[src/rtl/snn_img_sender.sv]
// snn_img_sender: initiator side of the SNN image/result link.
// Reads a binary image one pixel per address from a 1-bit synchronous RAM.
// Packs each group of 8 pixels into a byte, with the lowest address in the LSB.
// Sends the bytes through uart_tx, then waits on uart_rx for the classification byte.
//
// state      | meaning
// -----------+---------------------------------------------------------------
// IDLE       | waiting for start; digit holds the last result
// FETCH      | 9 cycles: present 8 addresses, capture 8 pixels one cycle late
// SEND       | packed byte ready; pulse tx_start as soon as uart_tx is idle
// WAIT_TX    | byte on the wire; the first cycle is skipped while tx_rdy settles
// WAIT_RES   | all bytes sent; wait for the result byte or for the timeout

module snn_img_sender #(
    parameter int NUM_BYTES = 98,
    parameter int TO_W      = 24
) (
    input  logic        clk,
    input  logic        rst_n,
    input  logic        start,
    output logic [9:0]  mem_addr,
    input  logic        mem_q,
    output logic        tx_start,
    output logic [7:0]  tx_data,
    input  logic        tx_rdy,
    input  logic        rx_rdy,
    input  logic [7:0]  rx_data,
    output logic        busy,
    output logic        done,
    output logic        err,
    output logic [3:0]  digit
);

    localparam int BC_W = $clog2(NUM_BYTES + 1);
    localparam logic [BC_W-1:0] LAST_BYTE = BC_W'(NUM_BYTES - 1);
    localparam logic [BC_W-1:0] BC_ONE    = BC_W'(1);
    localparam logic [9:0]      LAST_ADDR = 10'(NUM_BYTES * 8 - 1);
    localparam logic [TO_W-1:0] TO_ONE    = TO_W'(1);
    // The counter is compared one step early, so err fires on the edge where it reaches all-ones.
    localparam logic [TO_W-1:0] TO_PRE    = {{(TO_W-1){1'b1}}, 1'b0};

    typedef enum logic [2:0] {
        S_IDLE,
        S_FETCH,
        S_SEND,
        S_WAIT_TX,
        S_WAIT_RES
    } state_t;

    state_t state, state_nxt;

    logic [BC_W-1:0] byte_cnt;
    logic [3:0]      bit_cnt;
    logic [6:0]      shreg;
    logic [TO_W-1:0] to_cnt;

    logic fetch_last;
    logic tx_first;
    logic last_byte;
    logic to_hit;
    logic rx_ok;

    assign fetch_last = (bit_cnt == 4'd8);
    assign tx_first   = (bit_cnt == 4'd0);
    assign last_byte  = (byte_cnt == LAST_BYTE);
    assign to_hit     = (to_cnt == TO_PRE);
    assign rx_ok      = (rx_data <= 8'd9);

    // State register.
    always_ff @(posedge clk or negedge rst_n) begin
        if (!rst_n) begin
            state <= S_IDLE;
        end else begin
            state <= state_nxt;
        end
    end

    // Next-state logic.
    always_comb begin
        state_nxt = state;
        case (state)
            S_IDLE: begin
                if (start) state_nxt = S_FETCH;
            end
            S_FETCH: begin
                if (fetch_last) state_nxt = S_SEND;
            end
            S_SEND: begin
                if (tx_rdy) state_nxt = S_WAIT_TX;
            end
            S_WAIT_TX: begin
                if (!tx_first && tx_rdy) begin
                    state_nxt = last_byte ? S_WAIT_RES : S_FETCH;
                end
            end
            S_WAIT_RES: begin
                if (rx_rdy || to_hit) state_nxt = S_IDLE;
            end
            default: state_nxt = S_IDLE;
        endcase
    end

    // Outputs decoded from the state; tx_start is gated by tx_rdy so it can never fire into a busy UART.
    always_comb begin
        busy     = (state != S_IDLE);
        tx_start = (state == S_SEND) && tx_rdy;
    end

    // Datapath: address and counters, pixel packing, timeout, and the result and status pulses.
    always_ff @(posedge clk or negedge rst_n) begin
        if (!rst_n) begin
            mem_addr <= 10'd0;
            tx_data  <= 8'h00;
            byte_cnt <= '0;
            bit_cnt  <= 4'd0;
            shreg    <= 7'd0;
            to_cnt   <= '0;
            done     <= 1'b0;
            err      <= 1'b0;
            digit    <= 4'hF;
        end else begin
            done <= 1'b0;
            err  <= 1'b0;
            case (state)
                S_IDLE: begin
                    if (start) begin
                        mem_addr <= 10'd0;
                        byte_cnt <= '0;
                        bit_cnt  <= 4'd0;
                    end
                end
                S_FETCH: begin
                    if (bit_cnt < 4'd8) begin
                        if (mem_addr != LAST_ADDR) mem_addr <= mem_addr + 10'd1;
                    end
                    if (bit_cnt != 4'd0) begin
                        shreg <= {mem_q, shreg[6:1]};
                    end
                    if (fetch_last) begin
                        tx_data <= {mem_q, shreg};
                        bit_cnt <= 4'd0;
                    end else begin
                        bit_cnt <= bit_cnt + 4'd1;
                    end
                end
                S_SEND: begin
                    bit_cnt <= 4'd0;
                end
                S_WAIT_TX: begin
                    if (tx_first) begin
                        bit_cnt <= 4'd1;
                    end else if (tx_rdy) begin
                        byte_cnt <= byte_cnt + BC_ONE;
                        bit_cnt  <= 4'd0;
                        if (last_byte) to_cnt <= '0;
                    end
                end
                S_WAIT_RES: begin
                    to_cnt <= to_cnt + TO_ONE;
                    if (rx_rdy) begin
                        if (rx_ok) begin
                            digit <= rx_data[3:0];
                            done  <= 1'b1;
                        end else begin
                            digit <= 4'hF;
                            err   <= 1'b1;
                        end
                    end else if (to_hit) begin
                        digit <= 4'hF;
                        err   <= 1'b1;
                    end
                end
                default: ;
            endcase
        end
    end

endmodule

[config.mk]
export PLATFORM = sky130hd
export DESIGN_NAME = snn_img_sender
export DESIGN_NICKNAME = d
export VERILOG_FILES = /design/src/rtl/snn_img_sender.sv
export SDC_FILE = /design/constraint.sdc
export NUM_CORES = 1
export LEC_CHECK = 0
export BUFFER_PORTS_ARGS = -buffer_cell sky130_fd_sc_hd__buf_2
export CORE_ASPECT_RATIO = 1.5
export CORE_MARGIN = 3
export CORE_UTILIZATION = 53
export CTS_CLUSTER_DIAMETER = 30
export DETAILED_ROUTE_END_ITERATION = 8
export PLACE_DENSITY = 0.84
export SYNTH_ARGS = -nofsm -noshare
export SYNTH_HDL_FRONTEND = slang
export SYNTH_SLANG_ARGS = --single-unit
export TNS_END_PERCENT = 30
[constraint.sdc]
create_clock -name clk -period 1.8 [get_ports clk]
set_input_delay 0.18 -clock clk [delete_from_list [all_inputs] [get_ports clk]]
set_output_delay 0.18 -clock clk [all_outputs]
set_load 0.02 [all_outputs]
# Word-level counts from Yosys, hierarchy flattened

Cells that the tools add are included.

$add $sub $neg: 4
Magnitude comparators: 2
Equality and inequality tests: 19
Multiplexer cells: 34
Reduce and logical (&&, ||, !) cells: 21

Operator list:

| kind                  | number |
|---|---|
| $mux 24               | 3 |
| $pmux 24 s2           | 1 |
| $mux 10               | 3 |
| $mux 4                | 7 |
| $add 24x1->24 const B | 1 |
| $eq 24x24->1 const B  | 1 |
| $mux 7                | 3 |
| $ne 2x2->1 const B    | 10 |
| $pmux 10 s2           | 1 |
| $mux 3                | 6 |
| $pmux 4 s4            | 1 |
| $pmux 3 s5            | 1 |
| $pmux 7 s2            | 1 |
| $reduce_and 4->1      | 3 |
| $add 10x1->10 const B | 1 |
| $ne 10x10->1 const B  | 1 |
| $le 8x4->1 const B    | 1 |
| $reduce_bool 2->1     | 4 |
| $reduce_bool 4->1     | 2 |
| $add 7x1->7 const B   | 1 |
| $eq 7x7->1 const B    | 1 |
| $mux 1                | 7 |
| $eq 3x2->1 const B    | 2 |
| $reduce_and 2->1      | 3 |
| 14 further kinds      | 15 |

Flip-flop bits (word level): 69
Output and inout bits: 26
Word-level logic and storage cells: 90

# Longest topological paths before layout

Gate-level depths: netlist of the first run.

Word-level depth: 5
Depth in mapped cells: 8
Gate-level depth less buffers: 6

# Worst setup path before layout of the first run

No wires, ideal clock.

Path kind: register -> register
Start: reg bit_cnt[0]
End: reg bit_cnt[2]
Setup time: 0.121 ns
Arrival: 1.735 ns
Required time: 1.679 ns
Setup slack: -0.056 ns
Cell stages (with the launch flop): 8
Buffers on the path: 1
Cells stage by stage: dfrtp_1 inv_1 ha_1 or3b_1 buf_2 a211o_1 o21bai_1 a22o_1

Longest elaborated chain between the ends: 3
Elaborated cells between the ends (all ways): 8
Classes of those cells: add/sub (1); eq/ne (2); mux (3); reduce/logical (2)

Ends and longest elaborated chain:

| element                                               | line | source |
|---|---|---|
| start, declared                                       | 53   | `logic [3:0] bit_cnt;` |
| start signal, assigned                                | 143  | `bit_cnt <= bit_cnt + 4'd1;` |
| $add 4x1->4, or another cell as far along             | 143  |  |
| $mux 4, or another cell as far along                  | 139  | `if (fetch_last) begin` |
| $pmux 4 s4 / $reduce_and 3->1 (equally long branches) | --   |  |

Several ways; a longest one is shown, not always the timed one.
A chain may end at the register's enable or synchronous reset.

# Worst setup path after layout of the first run

Start: reg state[2]
End: reg to_cnt[23]

Longest elaborated chain between the ends: 3
Elaborated cells between the ends (all ways): 8
Classes of those cells: eq/ne (5); mux (1); reduce/logical (2)

Ends and longest elaborated chain:

| element                                                          | line | source |
|---|---|---|
| start, declared                                                  | 50   | `state_t state, state_nxt;` |
| start signal, assigned                                           | 74   | `state <= state_nxt;` |
| $eq 3x2->1 / $eq 3x3->1 (equally long branches)                  | 124  | `case (state)` |
| $ne 2x2->1 (no line) / $reduce_bool 2->1 (equally long branches) | --   |  |
| $reduce_and 4->1 (no line)                                       | --   |  |
| end signal, assigned                                             | 159  | `to_cnt <= to_cnt + TO_ONE;` |
| end, declared                                                    | 55   | `logic [TO_W-1:0] to_cnt;` |

Several ways; a longest one is shown, not always the timed one.

==> impl_metrics.json, run 1 <==
{
  "status": "finished with violations",
  "violations": "negative setup slack",
  "drtIter0Drc": 291,
  "finalWorstSetupSlack_ns": -0.0293,
  "cts-root-buf": "clkbuf_8",
  "tightest_slew_ns": 0.444,
  "wl_um": 8530,
  "min_path_type": "input pin to flop",
  "vias": 3210,
  "yosys_warnings": 0,
  "synth_enable_flop_cells": 0,
  "numCtsBuffers": 9,
  "clkTransAtPathRegs_ns": 0.08,
  "ios": 40,
  "fin_skew_ns": 0.00748,
  "cpMostUsedCell": "buf_6",
  "leakagePower_nw": 2.03,
  "die_y_um": 108,
  "port_buffers": 39,
  "dp_hpwl_um": 5720,
  "fp.coreArea_um2": 6620,
  "ys_types": 58,
  "initial_core_util_pct": 55.7,
  "final-max-slew-violation-count": 0,
  "crit_family": "simple AND/OR/NAND/NOR gates",
  "cts.htree.levels": 3,
  "stdcell_count": 525,
  "cts_tree": "yes",
  "viasPerCell": 6.11,
  "drc_errors": 0,
  "grt_pass1_wl_um": 13700,
  "syn_to_final_growth_pct": 24.1,
  "dr.pass1.iters": 6,
  "path_cells": "buf_6 > nor3b_4 > buf_6 > nand3b_1 > or4_4 > a21oi_2",
  "dieArea_um2": 8020,
  "syn_nets": 384,
  "crit_buf_inv": 2,
  "synth_area_um2": 3690,
  "clk_path_buf_depth": 2,
  "synth.avg_cell_area_um2": 10.2,
  "final_cell_mix": "61 x dfrtp_1, 41 x buf_4, 38 x buf_2",
  "clock_sinks": 69,
  "crit_path_start_kind": "flop",
  "layout_min_cycle_time_ns": 1.83,
  "floorplan.rows": 36,
  "fin_area_um2": 4580,
  "finish.utilization_pct": 69.2,
  "drive_gt1_share_pct": 34.7,
  "powerDensity_nw_per_um2": 1280,
  "async_flop_share_pct": 100,
  "finalSetupTns_ns": -0.0459,
  "critPathMaxStageDelay_ns": 0.50,
  "slew_headroom_pct": 70.0,
  "worst-path-max-fanout": 8,
  "track_usage_pct": 21.9,
  "layout_commonest_cell": "dfrtp_1",
  "critical_path_class": "flop to flop",
  "diodes": 0,
  "drv_cap": 0,
  "grt_pass1_vias": 3108,
  "layout.nets": 465,
  "crit_slowest_cell": "or4_4",
  "ir_worst_vdd_mv": 1.11,
  "grt_overflow_total": 0,
  "yosys_register_bits": 69,
  "endpoint_kind": "flop",
  "insertion_delay_ns": 0.35,
  "whs_ns": 0.0752,
  "fmax_ghz": 0.547,
  "dp.cells": 498,
  "worst_ep_arrival_time_ns": 2.11,
  "pre_cts_ws_ns": -0.0146,
  "gp_congestion": 0.883,
  "ys_seq_area_share_pct": 46.9,
  "timing.final.hold_violations": 0,
  "ant_nets": 0,
  "synth_cells": 363,
  "fin_crit_sh_pct": 102,
  "critPathRequiredTime_ns": 2.08,
  "grt_max_degree": 56,
  "wl_per_cell_um": 16.2,
  "grt_antenna_before_repair": 0,
  "ys.flop_type": "dfrtp_1",
  "die_w_um": 74.1,
  "place_area_um2": 4190,
  "setup_viol": 3,
  "rsz0062_at_grt": "yes",
  "totalPowerFinal_mw": 5.87
}
==> cell families after synthesis <==
group,share of synthesized area (%)
fa+ha+maj,2.37
xor+xnor,2.85
flops,46.9
mux,5.43
compound gates,14.9
simple gates,23.9
buf+inv,3.63
==> state kept, by name (all words and copies together) (netlist names) <==
signal and count:
to_cnt 24, mem_addr 10, tx_data 8, byte_cnt 7, shreg 7, bit_cnt 4, digit 4, state 3
done 1, err 1
==> power by group <==
| part | total, mW | internal [mW] | switching, mW | leakage, nW |
|---|---|---|---|---|
| sequential | 2.20 | 1.89 | 0.305 | 0.775 |
| clock | 1.28 | 0.675 | 0.608 | 0.102 |
| combinational | 2.39 | 1.14 | 1.26 | 1.15 |
| total | 5.87 | 3.70 | 2.17 | 2.03 |
==> cell type report <==
type | instances | area, µm²
Timing Repair Buffer | 88 | 607
Tap cell | 76 | 95.1
Inverter | 11 | 41.3
Fill cell | 478 | 2040
Clock buffer | 10 | 138
Multi-Input combinational cell | 265 | 1900
Clock inverter | 6 | 61.3
Sequential cell | 69 | 1740
==> routing by layer <==
metal	part of all wire, %	global-route usage, %	vias to the layer above
met1	41	25.6	1586
li1	-	-	1525
met5	0	0	-
met3	4.3	6.23	13
met4	1.8	11.0	0
met2	53	36.0	86
==> synth_stat cells, types with 2 or more instances <==
cell type	instances	area [µm²]
dfrtp_1	65	1630
a21oi_1	24	120
nand2_1	22	82.6
nor2_1	21	78.8
nand3_1	20	100
o21ai_0	18	90.1
mux2_2	16	180
o31ai_1	16	120
nand4_1	14	87.6
or4_1	14	105
inv_1	11	41.3
buf_2	8	40.0
clkbuf_1	8	30.0
xor2_1	8	70.1
and3_1	7	43.8
ha_1	7	87.6
nor3_1	7	35.0
dfstp_2	4	105
nor4_1	4	25.0
o22ai_1	4	25.0
or3_1	4	25.0
xnor2_1	4	35.0
a21o_1	3	22.5
and4_1	3	26.3
nand3b_1	3	22.5
nor2b_1	3	18.8
or3b_1	3	26.3
a211o_1	2	17.5
a22o_1	2	17.5
a31oi_1	2	12.5
and2_1	2	12.5
and3b_1	2	17.5
buf_6	2	22.5
mux2i_1	2	20.0
nor2_2	2	12.5
nor3b_1	2	15.0
nor4b_4	2	47.6
o221ai_1	2	17.5
==> repair_timing <==
action                                 CTS  global route
setup endpoints to repair                6            44
hold buffers                             1             0
gates resized for setup                  6            35
cloned                                   0             1
pin swaps                                0             9
endpoints found under the hold margin   11             0
buffers inserted                         0             9
==> path summary, 6_finish.rpt <==
path	slack, ns	endpoint	startpoint	depth (start not counted)
worst max-delay path	-0.03	to_cnt[23]$_DFFE_PN0P_	state[2]$_DFFE_PN0P_	6
worst min-delay path	0.08	tx_data[7]$_DFFE_PN0P_	mem_q	2
worst max register to register	-0.03	to_cnt[23]$_DFFE_PN0P_	state[2]$_DFFE_PN0P_	6
worst min register to register	0.48	digit[2]$_DFFE_PN1P_	digit[2]$_DFFE_PN1P_	2
max in group asynchronous	0.89	bit_cnt[3]$_DFFE_PN0P_	rst_n	3
min in group asynchronous	0.27	err$_DFF_PN0_	rst_n	2
(Power assumes the default switching activity.)
==> run 2: changes to the inputs <==
Settings changed: CORE_UTILIZATION 53 to 59, HOLD_SLACK_MARGIN set to 0.05, PLACE_DENSITY 0.84 to 0.88.
Clock period 1.8 ns to 2.05 ns, I/O delays scaled along.
==> run 2 against run 1 <==
  * The flow now finishes without violations
  * Clock skew grew 0.0056 ns
  * Flip-flop and latch count unchanged
  * Fmax down 7.0%
  * First-iteration DRC count shrank 24%
  * Register-to-register slack improved by 0.11 ns
  * Die area shrank 9.5%
  * Utilization is 3.2 points higher
  * Critical path depth unchanged
  * Total power is 15% lower
  * Worst setup slack improved by 0.11 ns
  * Sequential power decreased by 10%
  * Final cell count fell by 5.9%
==> impl_metrics.json, run 2 (synthesis results as in run 1) <==
{
  "status": "completed",
  "finalSetupTns_ns": 0,
  "critPathMaxStageDelay_ns": 0.43,
  "drive_gt1_share_pct": 25.6,
  "crit_family": "compound AO/OA/AOI/OAI gates",
  "grt_max_degree": 27,
  "setup_viol": 0,
  "initial_core_util_pct": 62.4,
  "wl_um": 8230,
  "dr.pass1.iters": 4,
  "syn_to_final_growth_pct": 15.9,
  "endpoint_kind": "flop",
  "min_path_type": "input pin to flop",
  "powerDensity_nw_per_um2": 1170,
  "dieArea_um2": 7260,
  "viasPerCell": 6.36,
  "leakagePower_nw": 1.86,
  "grt_pass1_wl_um": 14200,
  "die_y_um": 103,
  "layout.nets": 438,
  "place_area_um2": 4040,
  "crit_path_start_kind": "flop",
  "critPathRequiredTime_ns": 2.29,
  "top_regs": "to_cnt x24, mem_addr x10, tx_data x8",
  "finalWorstSetupSlack_ns": 0.0826,
  "cts.htree.levels": 3,
  "rsz0062_at_grt": "no",
  "port_buffers": 39,
  "fp.coreArea_um2": 5910,
  "ant_nets": 0,
  "cts_setup_buffers": 0,
  "ios": 40,
  "fin_skew_ns": 0.0131,
  "final_cell_mix": "64 x dfrtp_1, 39 x buf_2, 24 x a21oi_1",
  "drc_errors": 0,
  "largest_register_ffs": 24,
  "fin_crit_sh_pct": 96.0,
  "clkTransAtPathRegs_ns": 0.07,
  "fin_area_um2": 4280,
  "largest-register": "to_cnt",
  "worst-path-max-fanout": 5,
  "grt_pass1_vias": 3179,
  "drv_cap": 0,
  "crit_buf_inv": 1,
  "vias": 3142,
  "floorplan.rows": 34,
  "diodes": 0,
  "clk_path_buf_depth": 2,
  "layout_min_cycle_time_ns": 1.97,
  "ir_worst_vdd_mv": 0.840,
  "fmax_ghz": 0.508,
  "n_fill_cell": 393,
  "wl_per_cell_um": 16.7,
  "final-max-slew-violation-count": 0,
  "grt_overflow_total": 0,
  "grt_antenna_before_repair": 0,
  "tightest_slew_ns": 0.569,
  "worst_ep_arrival_time_ns": 2.21,
  "die_w_um": 70.6,
  "finish.utilization_pct": 72.3,
  "cts-root-buf": "clkbuf_8",
  "path_cells": "inv_1 > ha_1 > or3b_1 > a211o_1 > o21bai_1 > a22o_1",
  "layout_commonest_cell": "dfrtp_1",
  "pre_cts_ws_ns": 0.0907,
  "crit_slowest_cell": "dfrtp_1",
  "clock_sinks": 69,
  "gp_congestion": 0.912,
  "insertion_delay_ns": 0.35,
  "cts_tree": "yes",
  "numCtsBuffers": 9,
  "timing.final.hold_violations": 0,
  "critical_path_class": "flop to flop",
  "track_usage_pct": 24.5,
  "slew_headroom_pct": 62.1,
  "drtIter0Drc": 221,
  "dp_hpwl_um": 5810
}
[run 2: changes by cell type in the layout (fill, tap and decap cells not counted), moves of 6 or more]
cell and delta:
buf_4 -20, buf_6 -7, o21ai_0 +6, o21ai_1 -6
[run 2: per-stage QoR]
stage / power [mW] / hold WS, ns / cells
after floorplan: 3.14 / -0.0906 / 363
after global placement: 3.63 / 0.232 / 477
after detailed placement: 3.72 / 0.229 / 477
after CTS: 4.98 / 0.100 / 494
after global routing: 5.28 / 0.107 / 494
final: 5.00 / 0.113 / 494
[run 2: path summary, 6_finish.rpt]
path / cells after the start / start / end / slack, ns
setup / recovery: 6 / bit_cnt[0]$_DFFE_PN0P_ / bit_cnt[2]$_DFFE_PN0P_ / 0.08
hold / removal: 2 / mem_q / shreg[6]$_DFFE_PN0P_ / 0.11
setup reg to reg: 6 / bit_cnt[0]$_DFFE_PN0P_ / bit_cnt[2]$_DFFE_PN0P_ / 0.08
hold reg to reg: 2 / digit[3]$_DFFE_PN1P_ / digit[3]$_DFFE_PN1P_ / 0.47
max in group asynchronous: 3 / rst_n / shreg[6]$_DFFE_PN0P_ / 0.93
min in group asynchronous: 2 / rst_n / to_cnt[2]$_DFFE_PN0P_ / 0.38
[run 2: report_power, final]
part	switching, mW	internal [mW]
registers	0.320	1.66
clock network	0.526	0.718
logic	0.984	0.790
[run 2: per-layer routing]
layer	part of all wire, %	GRT usage [%]	wire [µm]
met1	39	27.1	3200
met2	53	43.9	4400
met3	4.8	4.88	394
met4	2.8	14.0	232
met5	0	0	0
[run 2: area by class of cell]
cell class,instances,area [µm²],share of cell area [%]
repair buffers,61,363,8.48
clock buffers,12,145,3.39
clock inverters,4,72.6,1.70
well taps,72,90.1,2.11
inverters,11,41.3,0.965
multi-input cells,265,1830,42.8
flip-flops and latches,69,1730,40.5
[run 2: what timing repair did]
item	in CTS	in global routing
endpoints found under the setup margin	0	5
endpoints found under the hold margin	20	0
resized for setup	0	2
hold buffers	1	0
